## src/rtl/countdown_timer_if.sv

```systemverilog
// Control and display bundle for the BCD MM:SS countdown timer.
// The master side drives requests and the slave side drives the digits and status flags.
interface countdown_timer_if;
    logic       Tick;
    logic       Load;
    logic [7:0] LoadMin;
    logic [7:0] LoadSec;
    logic       StartStop;
    logic [3:0] MinH;
    logic [3:0] MinL;
    logic [3:0] SecH;
    logic [3:0] SecL;
    logic       Running;
    logic       Done;
    logic       Alarm;
    logic       Err;

    modport master (
        output Tick, Load, LoadMin, LoadSec, StartStop,
        input  MinH, MinL, SecH, SecL, Running, Done, Alarm, Err
    );

    modport slave (
        input  Tick, Load, LoadMin, LoadSec, StartStop,
        output MinH, MinL, SecH, SecL, Running, Done, Alarm, Err
    );
endinterface

```

## src/rtl/countdown_timer.sv

```systemverilog
// BCD minutes:seconds down-counter with run/pause control and an expiry alarm.
// Every output is taken directly from a register or decoded from the registered state.
module countdown_timer #(
    parameter int unsigned ALARM_LEN = 4
) (
    input logic              CP,
    input logic              nCR,
    countdown_timer_if.slave bus
);

    typedef enum logic [1:0] {StIdle, StRun, StPause, StExpired} state_e;

    state_e     state_q, state_d;
    logic [3:0] min_h_q, min_h_d;
    logic [3:0] min_l_q, min_l_d;
    logic [3:0] sec_h_q, sec_h_d;
    logic [3:0] sec_l_q, sec_l_d;
    logic [7:0] alarm_cnt_q, alarm_cnt_d;
    logic       err_q, err_d;

    logic       load_valid;
    logic       count_zero;
    logic [3:0] dec_min_h, dec_min_l, dec_sec_h, dec_sec_l;
    logic       dec_zero;

    assign load_valid = (bus.LoadSec[3:0] <= 4'd9) && (bus.LoadSec[7:4] <= 4'd5) &&
                        (bus.LoadMin[3:0] <= 4'd9) && (bus.LoadMin[7:4] <= 4'd9);

    assign count_zero = (min_h_q == 4'd0) && (min_l_q == 4'd0) &&
                        (sec_h_q == 4'd0) && (sec_l_q == 4'd0);

    // One-second decrement with borrow rippling from seconds units up to minutes tens.
    always_comb begin
        dec_sec_l = sec_l_q;
        dec_sec_h = sec_h_q;
        dec_min_l = min_l_q;
        dec_min_h = min_h_q;
        if (sec_l_q != 4'd0) begin
            dec_sec_l = sec_l_q - 4'd1;
        end else begin
            dec_sec_l = 4'd9;
            if (sec_h_q != 4'd0) begin
                dec_sec_h = sec_h_q - 4'd1;
            end else begin
                dec_sec_h = 4'd5;
                if (min_l_q != 4'd0) begin
                    dec_min_l = min_l_q - 4'd1;
                end else begin
                    // RUN is never entered at 00:00, so MinH is nonzero here.
                    dec_min_l = 4'd9;
                    dec_min_h = min_h_q - 4'd1;
                end
            end
        end
        dec_zero = (dec_min_h == 4'd0) && (dec_min_l == 4'd0) &&
                   (dec_sec_h == 4'd0) && (dec_sec_l == 4'd0);
    end

    // Next-state logic: Load outside RUN takes priority and suppresses StartStop/Tick.
    always_comb begin
        state_d     = state_q;
        min_h_d     = min_h_q;
        min_l_d     = min_l_q;
        sec_h_d     = sec_h_q;
        sec_l_d     = sec_l_q;
        err_d       = 1'b0;
        alarm_cnt_d = (alarm_cnt_q != 8'd0) ? alarm_cnt_q - 8'd1 : 8'd0;

        if (bus.Load && (state_q != StRun)) begin
            if (load_valid) begin
                min_h_d     = bus.LoadMin[7:4];
                min_l_d     = bus.LoadMin[3:0];
                sec_h_d     = bus.LoadSec[7:4];
                sec_l_d     = bus.LoadSec[3:0];
                state_d     = StIdle;
                alarm_cnt_d = 8'd0;
            end else begin
                err_d = 1'b1;
            end
        end else begin
            unique case (state_q)
                StIdle: begin
                    if (bus.StartStop && !count_zero) begin
                        state_d = StRun;
                    end
                end
                StRun: begin
                    if (bus.StartStop) begin
                        state_d = StPause;
                    end else if (bus.Tick) begin
                        min_h_d = dec_min_h;
                        min_l_d = dec_min_l;
                        sec_h_d = dec_sec_h;
                        sec_l_d = dec_sec_l;
                        if (dec_zero) begin
                            state_d     = StExpired;
                            alarm_cnt_d = 8'(ALARM_LEN);
                        end
                    end
                end
                StPause: begin
                    if (bus.StartStop) begin
                        state_d = StRun;
                    end
                end
                StExpired: begin
                    state_d = StExpired;
                end
                default: begin
                    state_d = StIdle;
                end
            endcase
        end
    end

    // State, digit, alarm and error registers.
    always_ff @(posedge CP or negedge nCR) begin
        if (!nCR) begin
            state_q     <= StIdle;
            min_h_q     <= 4'd0;
            min_l_q     <= 4'd0;
            sec_h_q     <= 4'd0;
            sec_l_q     <= 4'd0;
            alarm_cnt_q <= 8'd0;
            err_q       <= 1'b0;
        end else begin
            state_q     <= state_d;
            min_h_q     <= min_h_d;
            min_l_q     <= min_l_d;
            sec_h_q     <= sec_h_d;
            sec_l_q     <= sec_l_d;
            alarm_cnt_q <= alarm_cnt_d;
            err_q       <= err_d;
        end
    end

    assign bus.MinH    = min_h_q;
    assign bus.MinL    = min_l_q;
    assign bus.SecH    = sec_h_q;
    assign bus.SecL    = sec_l_q;
    assign bus.Running = (state_q == StRun);
    assign bus.Done    = (state_q == StExpired);
    assign bus.Alarm   = (alarm_cnt_q != 8'd0);
    assign bus.Err     = err_q;

endmodule

```

## src/flat_wrapper.sv

```systemverilog
// flat-port wrapper written by rule: the top's interface ports become plain ports
module countdown_timer_flat 
#(
    parameter int unsigned ALARM_LEN = 4
)
  (CP, nCR, bus_Tick, bus_Load, bus_LoadMin, bus_LoadSec, bus_StartStop, bus_MinH, bus_MinL, bus_SecH, bus_SecL, bus_Running, bus_Done, bus_Alarm, bus_Err);
  countdown_timer_if bus_i ();
  input logic CP;
  input logic nCR;
  input wire logic [$bits(bus_i.Tick)-1:0] bus_Tick;
  input wire logic [$bits(bus_i.Load)-1:0] bus_Load;
  input wire logic [$bits(bus_i.LoadMin)-1:0] bus_LoadMin;
  input wire logic [$bits(bus_i.LoadSec)-1:0] bus_LoadSec;
  input wire logic [$bits(bus_i.StartStop)-1:0] bus_StartStop;
  output wire logic [$bits(bus_i.MinH)-1:0] bus_MinH;
  output wire logic [$bits(bus_i.MinL)-1:0] bus_MinL;
  output wire logic [$bits(bus_i.SecH)-1:0] bus_SecH;
  output wire logic [$bits(bus_i.SecL)-1:0] bus_SecL;
  output wire logic [$bits(bus_i.Running)-1:0] bus_Running;
  output wire logic [$bits(bus_i.Done)-1:0] bus_Done;
  output wire logic [$bits(bus_i.Alarm)-1:0] bus_Alarm;
  output wire logic [$bits(bus_i.Err)-1:0] bus_Err;
  assign bus_i.Tick = bus_Tick;
  assign bus_i.Load = bus_Load;
  assign bus_i.LoadMin = bus_LoadMin;
  assign bus_i.LoadSec = bus_LoadSec;
  assign bus_i.StartStop = bus_StartStop;
  assign bus_MinH = bus_i.MinH;
  assign bus_MinL = bus_i.MinL;
  assign bus_SecH = bus_i.SecH;
  assign bus_SecL = bus_i.SecL;
  assign bus_Running = bus_i.Running;
  assign bus_Done = bus_i.Done;
  assign bus_Alarm = bus_i.Alarm;
  assign bus_Err = bus_i.Err;
  countdown_timer #(.ALARM_LEN(ALARM_LEN)) u_core (.CP(CP), .nCR(nCR), .bus(bus_i));
endmodule
```

## config.mk

```make
export PLATFORM = sky130hd
export DESIGN_NAME = countdown_timer_flat
export DESIGN_NICKNAME = d
export VERILOG_FILES = /design/src/rtl/countdown_timer_if.sv /design/src/rtl/countdown_timer.sv /design/src/flat_wrapper.sv
export SDC_FILE = /design/constraint.sdc
export NUM_CORES = 1
export LEC_CHECK = 0
export CORE_MARGIN = 1.5
export CORE_UTILIZATION = 25
export DETAILED_ROUTE_END_ITERATION = 8
export GPL_TIMING_DRIVEN = 0
export MAX_ROUTING_LAYER = met4
export SETUP_SLACK_MARGIN = 0.05
export SYNTH_ARGS = -nofsm -noshare
export SYNTH_HDL_FRONTEND = slang
export SYNTH_SLANG_ARGS = --single-unit
```

## constraint.sdc

```tcl
create_clock -name CP -period 3.5 [get_ports CP]
set_input_delay 0.525 -clock CP [delete_from_list [all_inputs] [get_ports CP]]
set_output_delay 0.525 -clock CP [all_outputs]
set_load 0.02 [all_outputs]
```

==> results.ini, run 1 <==
[floorplanning]
io_pins = 41
die_w_um = 85.6
dieArea_mm2 = 0.00732
die_y_um = 85.6
num_rows = 29
core_mm2 = 0.00646
initial_utilization_pct = 26.4

[global_route]
grtUsageTotal_pct = 15.0
grt_pass1_vias = 1749
grt_max_degree = 28
grt-ovfl-total = 0
grt_pass1_wl_um = 8560
antenna_found_initial = 0

[timing]
max_freq_mhz = 365
hold_viol_final = 0
tightestPinTransition_ns = 0.651
final-max-slew-violation-count = 0
setup_viol = 0
clock_skew_ns = 0.00492
timing.setup.tns_ns = 0
relSlewSlack_pct = 55.5
fin_crit_sh_pct = 78.3
rsz0062_at_grt = no
period_needed_ns = 2.74
worst_hold_slack_ns = 0.267

[synth]
ys_seq_elements = 27
synth_top_cells_by_count = dfrtp_1 (27), nand2_1 (14), nor3_1 (13)
ys_types = 47
syn_inst = 192
postSynthNetCount = 216
synth_edf_count = 0
synth.most_common_cell = dfrtp_1
yosysTopAreaCell = dfrtp_1
synth.area.top_cells = dfrtp_1 (40%), o221ai_1 (5.1%), nor3_1 (3.8%)
syn_avg_cell_area_um2 = 8.88
synth_top_area_share_pct = 39.6
ys_seq_area_share_pct = 39.6
synthFlopType = dfrtp_1
syn_area_mm2 = 0.00170
async_reset_ff_share_pct = 100
yosysWarnings = 0

[route]
drtAntennaViolNets = 0
routed_via_density = 5.56
wire_per_inst_um = 16.9
vias = 1739
dr.pass1.iters = 6
drt_iter0_drc = 182
drc_errors = 1
wirelength_um = 5300

[final_layout]
finish.utilization_pct = 34.8
layout-drive-gt1-share_pct = 4.24
synthToLayoutAreaGrowth_pct = 31.7
antenna_cells = 0
nets = 261

[place]
port_buffers = 40
gp_congestion = 0.904
dp_hpwl_um = 3850

[outcome]
violations = design-rule violations
status = finished with violations

[cts]
cts-hold-fix-buffers = 0
cts.repair.resized = 0
cts_buffer_depth = 2
cts_tree = yes
post-cts-setup-buffers = 0
clkTransAtPathRegs_ns = 0.10
cts_buffers = 3
cts_num_sinks = 27
root_buffer = clkbuf_8
clkLatencyLatePin_ns = 0.28
htreeDepth = 1

[setup_path]
reg2reg_slack_ns = 1.12
reg2reg_to = u_core.bus.MinH[3]
start_kind = register
crit_required_ns = 2.97
criticalPathCategory = reg2out
startpoint = u_core.alarm_cnt_q[3]
r2r_start = u_core.bus.SecL[1]
crit_fanout = 5
end_kind = output pin
cp-endpoint = bus_Alarm
rr_worst_depth = 6
worstPathArrival_ns = 2.22

[run]
drv_cap = 0

[power]
p_leak_nw = 0.861
p_per_area_mw_per_mm2 = 654
ir_drop_mv = 0.260

[hold_path]
hold_class = in2async

## how the worst min path moves through the flow
| stage | start | endpoint | slack [ns] | cells after the start |
|---|---|---|---|---|
| after floorplan | nCR | u_core.alarm_cnt_q[0] | 0.23 | 0 |
| after global placement | u_core.alarm_cnt_q[0] | u_core.alarm_cnt_q[0] | 0.45 | 1 |
| after detailed placement | u_core.alarm_cnt_q[0] | u_core.alarm_cnt_q[0] | 0.47 | 1 |
| after CTS | u_core.alarm_cnt_q[0] | u_core.alarm_cnt_q[0] | 0.48 | 1 |
| after global routing | nCR | u_core.bus.SecL[0] | 0.30 | 1 |
| final | nCR | u_core.bus.SecL[3] | 0.27 | 1 |
## cells by family after synthesis
| logic type | share of synthesized area, % |
|---|---|
| adders and majority gates | 2.20 |
| and+or+nand+nor | 23.9 |
| muxes | 0.587 |
| AOI/OAI and AO/OA | 26.5 |
| DFF | 39.6 |
| xor gates and xnor gates | 2.57 |
| buffers and inverters | 4.55 |
## through the flow
step	setup slack, ns	total power [mW]	std cells	area [um^2]
after global placement	0.733	1.27	309	2200
final	0.760	1.47	313	2240
after floorplan	1.19	0.986	192	1700
after global routing	0.639	1.59	313	2240
after detailed placement	0.707	1.28	309	2200
after CTS	0.753	1.47	313	2250
## layer usage
layer | vias to the layer above | global-route usage (%) | routed length [um]
met5 | - | - | 0
met4 | 0 | 4.25 | 49
met3 | 7 | 1.92 | 394
met2 | 69 | 22.5 | 2380
met1 | 837 | 21.4 | 2470
li1 | 826 | - | -
## area by class of cell
type	count	area (um^2)
plain buffers	9	36.3
clock buffers	3	41.3
clock inverters	1	7.51
fillers	677	4210
inverters	11	41.3
multi-input cells	145	951
flip-flops and latches	27	676
well taps	77	96.3
repair buffers	40	395
## cells in the final DEF (no fill, tap or decap), types with 4 or more instances in the layout
cell             Yosys  routed
o21ai_0              7       7
nor3_1              13      13
nor2_1              12      12
o221ai_1            10      10
o211ai_1             5       5
a21oi_1             10      10
dfrtp_1             27      27
or3_1                7       7
inv_1               11      11
or4_1                4       4
nand3_1             11      11
a211oi_1             4       4
clkbuf_1             7       7
clkdlybuf4s50_1      0      39
a22oi_1              4       4
nand2_1             14      14
xnor2_1              4       4
## critical path: stages, from the launching register on
cell	delay (ns)
dfrtp_1	0.44
or4_1	0.55
or3_1	0.40
clkdlybuf4s50_1	0.55
## power by group
group | internal, mW | switching, mW | total (mW)
clock | 0.0811 | 0.110 | 0.191
sequential | 0.421 | 0.135 | 0.556
combinational | 0.329 | 0.390 | 0.720
## registers in the layout (all words and copies together) (netlist names)
signal              flops
u_core.state_q          2
u_core.bus.MinL         4
u_core.bus.SecH         4
u_core.bus.MinH         4
u_core.alarm_cnt_q      8
u_core.bus.SecL         4
u_core.bus.Err          1
No activity file was read; power rests on OpenSTA's default activity.
==> run 2: changes to the inputs <==
Clock period 3.5 ns to 2.27 ns, I/O delays scaled along.
==> run 2 against run 1 <==
Against the previous run: first-iteration DRC count down 31%; the flow still finishes with violations (design-rule violations); largest cell class unchanged; register-to-register slack worse by 1.1 ns; cell count up 2.2%; routed wire length up 0.79%; total power up 59%; combinational power up 68%.
==> results.ini, run 2 (synthesized netlist as in run 1, its figures left out) <==
[timing]
rsz0062_at_grt = yes
setup_viol = 0
tightestPinTransition_ns = 0.617
hold_viol_final = 0
max_freq_mhz = 451
fin_crit_sh_pct = 97.8
relSlewSlack_pct = 58.4
final-max-slew-violation-count = 0
period_needed_ns = 2.22
clock_skew_ns = 0.00510

[floorplanning]
core_mm2 = 0.00646
initial_utilization_pct = 26.4
io_pins = 41
die_w_um = 85.6
die_y_um = 85.6
dieArea_mm2 = 0.00732
num_rows = 29

[cts]
cts_tree = yes
cts_buffer_depth = 2
clkTransAtPathRegs_ns = 0.10
cts-hold-fix-buffers = 0
cts_num_sinks = 27
clkLatencyLatePin_ns = 0.28
htreeDepth = 1
root_buffer = clkbuf_8
cts_buffers = 3

[final_layout]
nets = 268
finish.utilization_pct = 36.3
synthToLayoutAreaGrowth_pct = 37.5
layout-drive-gt1-share_pct = 13.6
final_cells = 320
antenna_cells = 0
regMostFlops = u_core.alarm_cnt_q
final_common_cell = clkdlybuf4s50_1
largest_reg_flops = 8
layout_common_cells = clkdlybuf4s50_1 (37), dfrtp_1 (22), nand2_1 (14), nor3_1 (13)

[route]
vias = 1793
dr.pass1.iters = 6
drtAntennaViolNets = 0
drt_iter0_drc = 125
routed_via_density = 5.60
drc_errors = 1
wirelength_um = 5340
wire_per_inst_um = 16.7

[setup_path]
rr_worst_depth = 5
end_kind = register
worstPathArrival_ns = 2.42
reg2reg_slack_ns = 0.05
reg2reg_to = u_core.bus.MinH[2]
crit_fanout = 8
crit_required_ns = 2.47
criticalPathCategory = reg2reg
r2r_start = u_core.bus.SecH[1]
start_kind = register

[outcome]
violations = design-rule violations
status = finished with violations

[hold_path]
hold_class = in2async

[global_route]
grt-ovfl-total = 0
antenna_found_initial = 0
grt_pass1_wl_um = 8540
grtUsageTotal_pct = 15.0
grt_pass1_vias = 1718
grt_max_degree = 28

[place]
dp_hpwl_um = 3820
port_buffers = 40
dp_cells = 309
gp_congestion = 0.874

[power]
p_per_area_mw_per_mm2 = 998
p_comb_share_pct = 51.8
ir_drop_mv = 0.518
internal_power_mw = 1.34
swShare_pct = 42.9
seqPwrFrac_pct = 36.1
p_total_mw = 2.34
clkPwrFrac_pct = 12.1
p_sw_mw = 1.00
p_leak_nw = 0.930

[run]
drv_cap = 0

==> run 2: cell count changes in the layout (fill, tap and decap cells not counted), moves of 2 or more <==
| cell | delta |
|---|---|
| or4_1 | -3 |
| nor2_2 | +2 |
| dfrtp_2 | +5 |
| buf_4 | +7 |
| nor2_1 | -2 |
| clkdlybuf4s50_1 | -2 |
| clkbuf_1 | -3 |
| clkbuf_2 | +3 |
| dfrtp_1 | -5 |
| or4_4 | +3 |
==> run 2: through the flow <==
stage	cell area, um^2	TNS [ns]	hold slack, ns	worst slack (ns)
global placement	2220	-3.05	0.454	-0.313
floorplan	1730	0	0.0449	0.0636
CTS	2300	0	0.470	0.0531
detailed placement	2220	-3.37	0.458	-0.323
global route	2340	0	0.128	0.0171
finish	2340	0	0.0709	0.0507
==> run 2: how the worst max path moves through the flow <==
stage                                   from                 end  slack (ns)  depth (start not counted)
final                     u_core.bus.SecH[1]  u_core.bus.MinH[2]        0.05                          5
after global placement        bus_LoadMin[5]  u_core.bus.SecL[3]       -0.31                          6
after detailed placement      bus_LoadMin[5]  u_core.bus.SecL[3]       -0.32                          6
after floorplan           u_core.bus.SecL[0]  u_core.bus.MinH[2]        0.06                          6
after global routing      u_core.bus.SecH[1]  u_core.bus.MinH[2]        0.02                          5
after CTS                 u_core.bus.SecL[0]  u_core.bus.MinH[2]        0.05                          6
==> run 2: power groups by stage <==
stage / combinational [mW] / clock (mW) / sequential (mW)
4_1_cts: 1.18 / 0.293 / 0.841
2_1_floorplan: 0.602 / 0 / 0.925
3_5_place_dp: 1.10 / 0 / 0.876
5_1_grt: 1.33 / 0.303 / 0.872
6_report: 1.21 / 0.282 / 0.844
3_3_place_gp: 1.09 / 0 / 0.876
==> run 2: routing by layer <==
metal,vias to the layer above,part of all wire (%),track usage (%)
li1,842,-,-
met1,872,45,20.8
met2,71,47,23.3
met3,8,6.8,2.41
met4,0,0.95,3.23
met5,-,0,-
==> run 2: area by class of cell <==
cell class | count | area (um^2)
fill | 673 | 4120
clock buffer | 3 | 41.3
sequential | 27 | 682
inverter | 11 | 41.3
clock inverter | 1 | 5.00
multi-input combinational | 145 | 976
buffer | 9 | 56.3
tap | 77 | 96.3
timing repair buffer | 47 | 445
==> run 2: critical path: stages (launching register included) <==
cell and delay, ns:
dfrtp_2 0.42, or4_4 0.58, or4_4 0.53, buf_6 0.15
o41a_1 0.32, o221ai_1 0.15
==> run 2: repair_timing <==
action                     4_1_cts  5_1_grt
cloned                           0        0
gates resized for setup          7       12
setup endpoints to repair       21       15
buffers inserted                 4        3
pin swaps                        1        1
==> patch 1: new RTL, settings of run 2 <==
The 4 states of `state_e` get a Gray code encoding in 2 bits.
--- a/src/rtl/countdown_timer.sv
+++ b/src/rtl/countdown_timer.sv
@@ -8,7 +8,7 @@
     countdown_timer_if.slave bus
 );
 
-    typedef enum logic [1:0] {StIdle, StRun, StPause, StExpired} state_e;
+    typedef enum logic [1:0] {StIdle = 2'b00, StRun = 2'b01, StPause = 2'b11, StExpired = 2'b10} state_e;
 
     state_e     state_q, state_d;
     logic [3:0] min_h_q, min_h_d;
Function: same outputs for any inputs over 4 cycles, from zero or initial values; so few cycles prove little.
==> patch 1 against run 2 <==
Total power up 32%. Area after synthesis up 6.1%. Largest cell class unchanged. Setup slack better by 0.083 ns. Register-to-register slack better by 0.15 ns. Wire length down 7.3%. Sequential share of layout area down 1.1 points. First-iteration DRC count down 27%. Sequential power up 18%. Critical path depth up 1. Highest routed layer unchanged. Cell count up 7.2%. Combinational power up 49%. Critical endpoint is now bus_Alarm. Cell area up 2.9%. Sequential cell count unchanged.
==> patch 1: results (changes against run 2) <==
outcome:
  status: "completed"  # was finished, violations left
cells_and_area:
  largest_reg_flops: 8  # unchanged
  stdcell_count: 343  # was 320
  nets: 277  # was 268
  fin_util_pct: 34.9  # was 36.3%
  drive_gt1_share_pct: 15.4  # was 13.6%
grt:
  grtUsageMet2_pct: 19.8  # was 23.3%
  met1_usage_pct: 19.3  # was 20.8%
  track_usage_pct: 13.7  # was 15.0%
  grt_use_met3_pct: 2.83  # was 2.41%
  first_global_vias: 1614  # was 1718
  grt_first_pass_wirelength_mm: 7.97  # was 8.54 mm
placement:
  dpl_cell_area_mm2: 0.00233  # was 0.00222 mm2
  routabilityCongestion: 0.826  # was 0.874
  placedCellCount: 338  # was 309
  io_buffers: 40  # unchanged
  place.detailed.hpwl_mm: 3.66  # was 3.82 mm
  place_ws_ns: -0.201  # was -0.323 ns
drt:
  dr.first_iter.drc_count: 91  # was 125
  wl_met3_um: 352  # was 364 um
  dr.pass1.iters: 5  # was 6
  wl_met2_mm: 2.13  # was 2.50 mm
  vias: 1689  # was 1793
  wire_per_inst_um: 14.4  # was 16.7 um
  met1_length_mm: 2.38  # was 2.43 mm
pwr:
  p_leak_nw: 0.962  # was 0.930 nW
  p_switching_mw: 1.43  # was 1.00 mW
  seq_power_share_pct: 32.4  # was 36.1%
  pwr-share-comb_pct: 58.2  # was 51.8%
  p_comb_mw: 1.80  # was 1.21 mW
  vdd_drop_max_mv: 0.509  # was 0.518 mV
setup_path:
  worst-r2r-setup-slack_ns: 0.20  # was 0.05 ns
  path_max_fanout: 3  # was 8
  path_delay_family: "simple AND/OR/NAND/NOR gates"  # unchanged
  critical_path_arrival_ns: 1.80  # was 2.42 ns
  crit_slowest_cell: "dfrtp_1"  # was or4_4
  slowest_delay_ns: 0.39  # was 0.58 ns
synthesis:
  synth_area_leaders: "dfrtp_1, nor2_1, ha_1, o21ai_0, a21oi_1"  # was dfrtp_1, o221ai_1, nor3_1, nand3_1, nand2_1
  postSynthCellCount: 202  # was 192
  synth_fa_ha_area_share_pct: 5.54  # was 2.20%
  synth_xor_area_share_pct: 2.84  # was 2.57%
  seq_area_frac_synth_pct: 37.4  # was 39.6%
  synthFlopType: "dfrtp_1"  # unchanged
  synthMuxAreaShare_pct: 1.11  # was 0.587%
  ys_top_cells_by_count: "nor2_1, dfrtp_1, o21ai_0"  # was dfrtp_1, nand2_1, nor3_1
  synth_compound_area_share_pct: 22.4  # was 26.5%
  ys_types: 47  # unchanged
  synthesis.nets: 231  # was 216
sta:
  whs_ns: 0.0712  # was 0.0709 ns
  skew_ns: 0.00835  # was 0.00510 ns
  worstMarginPinSlew_ns: 0.640  # was 0.617 ns
  min_period_ns: 2.14  # was 2.22 ns
clock_network:
  cts_setup_buffers: 0  # was 4
  clk_pin_slew_ns: 0.10  # about the same
  ctsResizeCount: 6  # was 7
[patch 1: changes by cell type after synthesis, sizes merged, moves of 5 or more]
cell    change
o221ai     -11
o21ai      +12
or3         -5
nor4        +5
a21oi       +8
o211ai      -5
nand3       -5
nor2       +17
ha          +5
[patch 1: area by class of cell]
class / count / area, um2
buffer: 9 / 55.1
fill: 733 / 4490
multi-input combinational: 156 / 1070
clock buffer: 4 / 45.0
tap: 96 / 120
timing repair buffer: 41 / 404
inverter: 10 / 37.5
sequential: 27 / 676
[patch 1: path summary, 6_finish.rpt]
check	startpoint	to	depth (start not counted)
max	u_core.alarm_cnt_q[1]	bus_Alarm	6
min	nCR	u_core.bus.MinH[2]	1
max reg2reg	u_core.bus.SecL[0]	u_core.state_q[1]	7
min reg2reg	u_core.alarm_cnt_q[0]	u_core.alarm_cnt_q[0]	1
max in group asynchronous	nCR	u_core.bus.MinL[0]	1
min in group CP	u_core.alarm_cnt_q[0]	u_core.alarm_cnt_q[0]	1
==> patch 2: new RTL, settings of run 2 <==
Without the edit above. Register the output `bus.Alarm`; this adds one clock of latency there.
--- a/src/rtl/countdown_timer.sv
+++ b/src/rtl/countdown_timer.sv
@@ -140,7 +140,9 @@
     assign bus.SecL    = sec_l_q;
     assign bus.Running = (state_q == StRun);
     assign bus.Done    = (state_q == StExpired);
-    assign bus.Alarm   = (alarm_cnt_q != 8'd0);
+    always_ff @(posedge CP) begin
+        bus.Alarm <= (alarm_cnt_q != 8'd0);
+    end
     assign bus.Err     = err_q;
 
 endmodule
Behaviour: not the same (a bounded check fails within 4 cycles, from zero or initial values).
==> patch 2 against run 2 <==
Total power increased by 0.40%. Sequential cell count is 1 higher. Wire length rose by 2.8%. Setup slack improved by 0.13 ns. Clock skew grew 0.0018 ns. Count of clock-buffer cells in the layout is the same. Hold slack better by 0.015 ns. Via count grew 2.7%. Non-clock buffer count is 4 lower. Area after synthesis grew 6.1%. First-iteration DRC count is 41% higher. Cell area rose by 2.8%. Critical path depth grew 2.
==> patch 2: results (changes against run 2) <==
cells_and_area:
  stdcell_count: 340  # was 320
sta:
  slew_headroom_pct: 52.6  # was 58.4%
grt:
  first_global_vias: 1732  # was 1718
  grt_first_pass_wirelength_mm: 8.80  # was 8.54 mm
  track_usage_pct: 15.2  # was 15.0%
drt:
  vias: 1841  # was 1793
  dr.first_iter.drc_count: 176  # was 125
synthesis:
  synth_fa_ha_area_share_pct: 2.08  # was 2.20%
  ys_top_cells_by_count: "dfrtp_1, nor3_1, nand2_1"  # was dfrtp_1, nand2_1, nor3_1
  async_flop_share_pct: 96.4  # was 100%
  synth_xor_area_share_pct: 2.91  # was 2.57%
  synthMuxAreaShare_pct: 0.554  # was 0.587%
  synth_area_leaders: "dfrtp_1, o221ai_1, nor3_1, a211oi_1, nand2_1"  # was dfrtp_1, o221ai_1, nor3_1, nand3_1, nand2_1
  ys_types: 51  # was 47
  synthesis.nets: 224  # was 216
pwr:
  p_leak_nw: 0.946  # was 0.930 nW
  internal-power_mw: 1.38  # was 1.34 mW
  pg_seq_mw: 0.897  # was 0.844 mW
  vdd_drop_max_mv: 0.322  # was 0.518 mV
setup_path:
  rr_startpoint: "u_core.bus.SecL[0]"  # was u_core.bus.SecH[1]
  crit_slowest_cell: "clkdlybuf4s50_1"  # was or4_4
  regToRegEndpoint: "u_core.bus.MinL[2]"  # was u_core.bus.MinH[2]
  crit_path_start: "bus_LoadMin[7]"  # was u_core.bus.SecH[1]
outcome:
  status: "completed"  # was finished, violations left
placement:
  routabilityCongestion: 0.944  # was 0.874
  place.detailed.hpwl_mm: 4.02  # was 3.82 mm
==> patch 2: worst min-delay path by stage <==
stage	slack (ns)	startpoint	endpoint	cells past startpoint
3_3_place_gp	0.46	u_core.alarm_cnt_q[0]	u_core.alarm_cnt_q[0]	1
6_report	0.09	nCR	u_core.state_q[0]	1
2_1_floorplan	0.04	nCR	u_core.alarm_cnt_q[0]	0
3_5_place_dp	0.46	u_core.alarm_cnt_q[0]	u_core.alarm_cnt_q[0]	1
5_1_grt	0.12	nCR	u_core.state_q[0]	1
4_1_cts	0.48	u_core.alarm_cnt_q[0]	u_core.alarm_cnt_q[0]	1
==> patch 2: layout make-up <==
class | count | share of cell area [%]
Multi-Input combinational cell | 150 | 42.6
Sequential cell | 28 | 28.9
Timing Repair Buffer | 40 | 16.5
Tap cell | 96 | 4.98
Buffer | 12 | 2.54
Clock buffer | 3 | 1.71
Inverter | 10 | 1.56
Clock inverter | 1 | 1.25
==> patch 2: layer usage <==
| metal | routed length [um] | up-vias | global-route usage [%] |
|---|---|---|---|
| met2 | 2390 | 89 | 21.8 |
| li1 | - | 868 | - |
| met5 | 0 | - | - |
| met4 | 55 | 0 | 3.13 |
| met3 | 390 | 10 | 3.77 |
| met1 | 2650 | 874 | 21.5 |
==> patch 2: stage by stage <==
stage / utilization (%) / total power, mW / setup slack, ns / hold WS [ns]
after floorplan: - / 1.52 / 0.288 / 0.0449
after global placement: 33.7 / 1.93 / -0.401 / 0.458
after detailed placement: 33.7 / 1.95 / -0.440 / 0.460
after CTS: 34.8 / 2.35 / 0.0577 / 0.475
after global routing: 34.9 / 2.52 / 0.0609 / 0.117
final: 34.9 / 2.35 / 0.182 / 0.0855
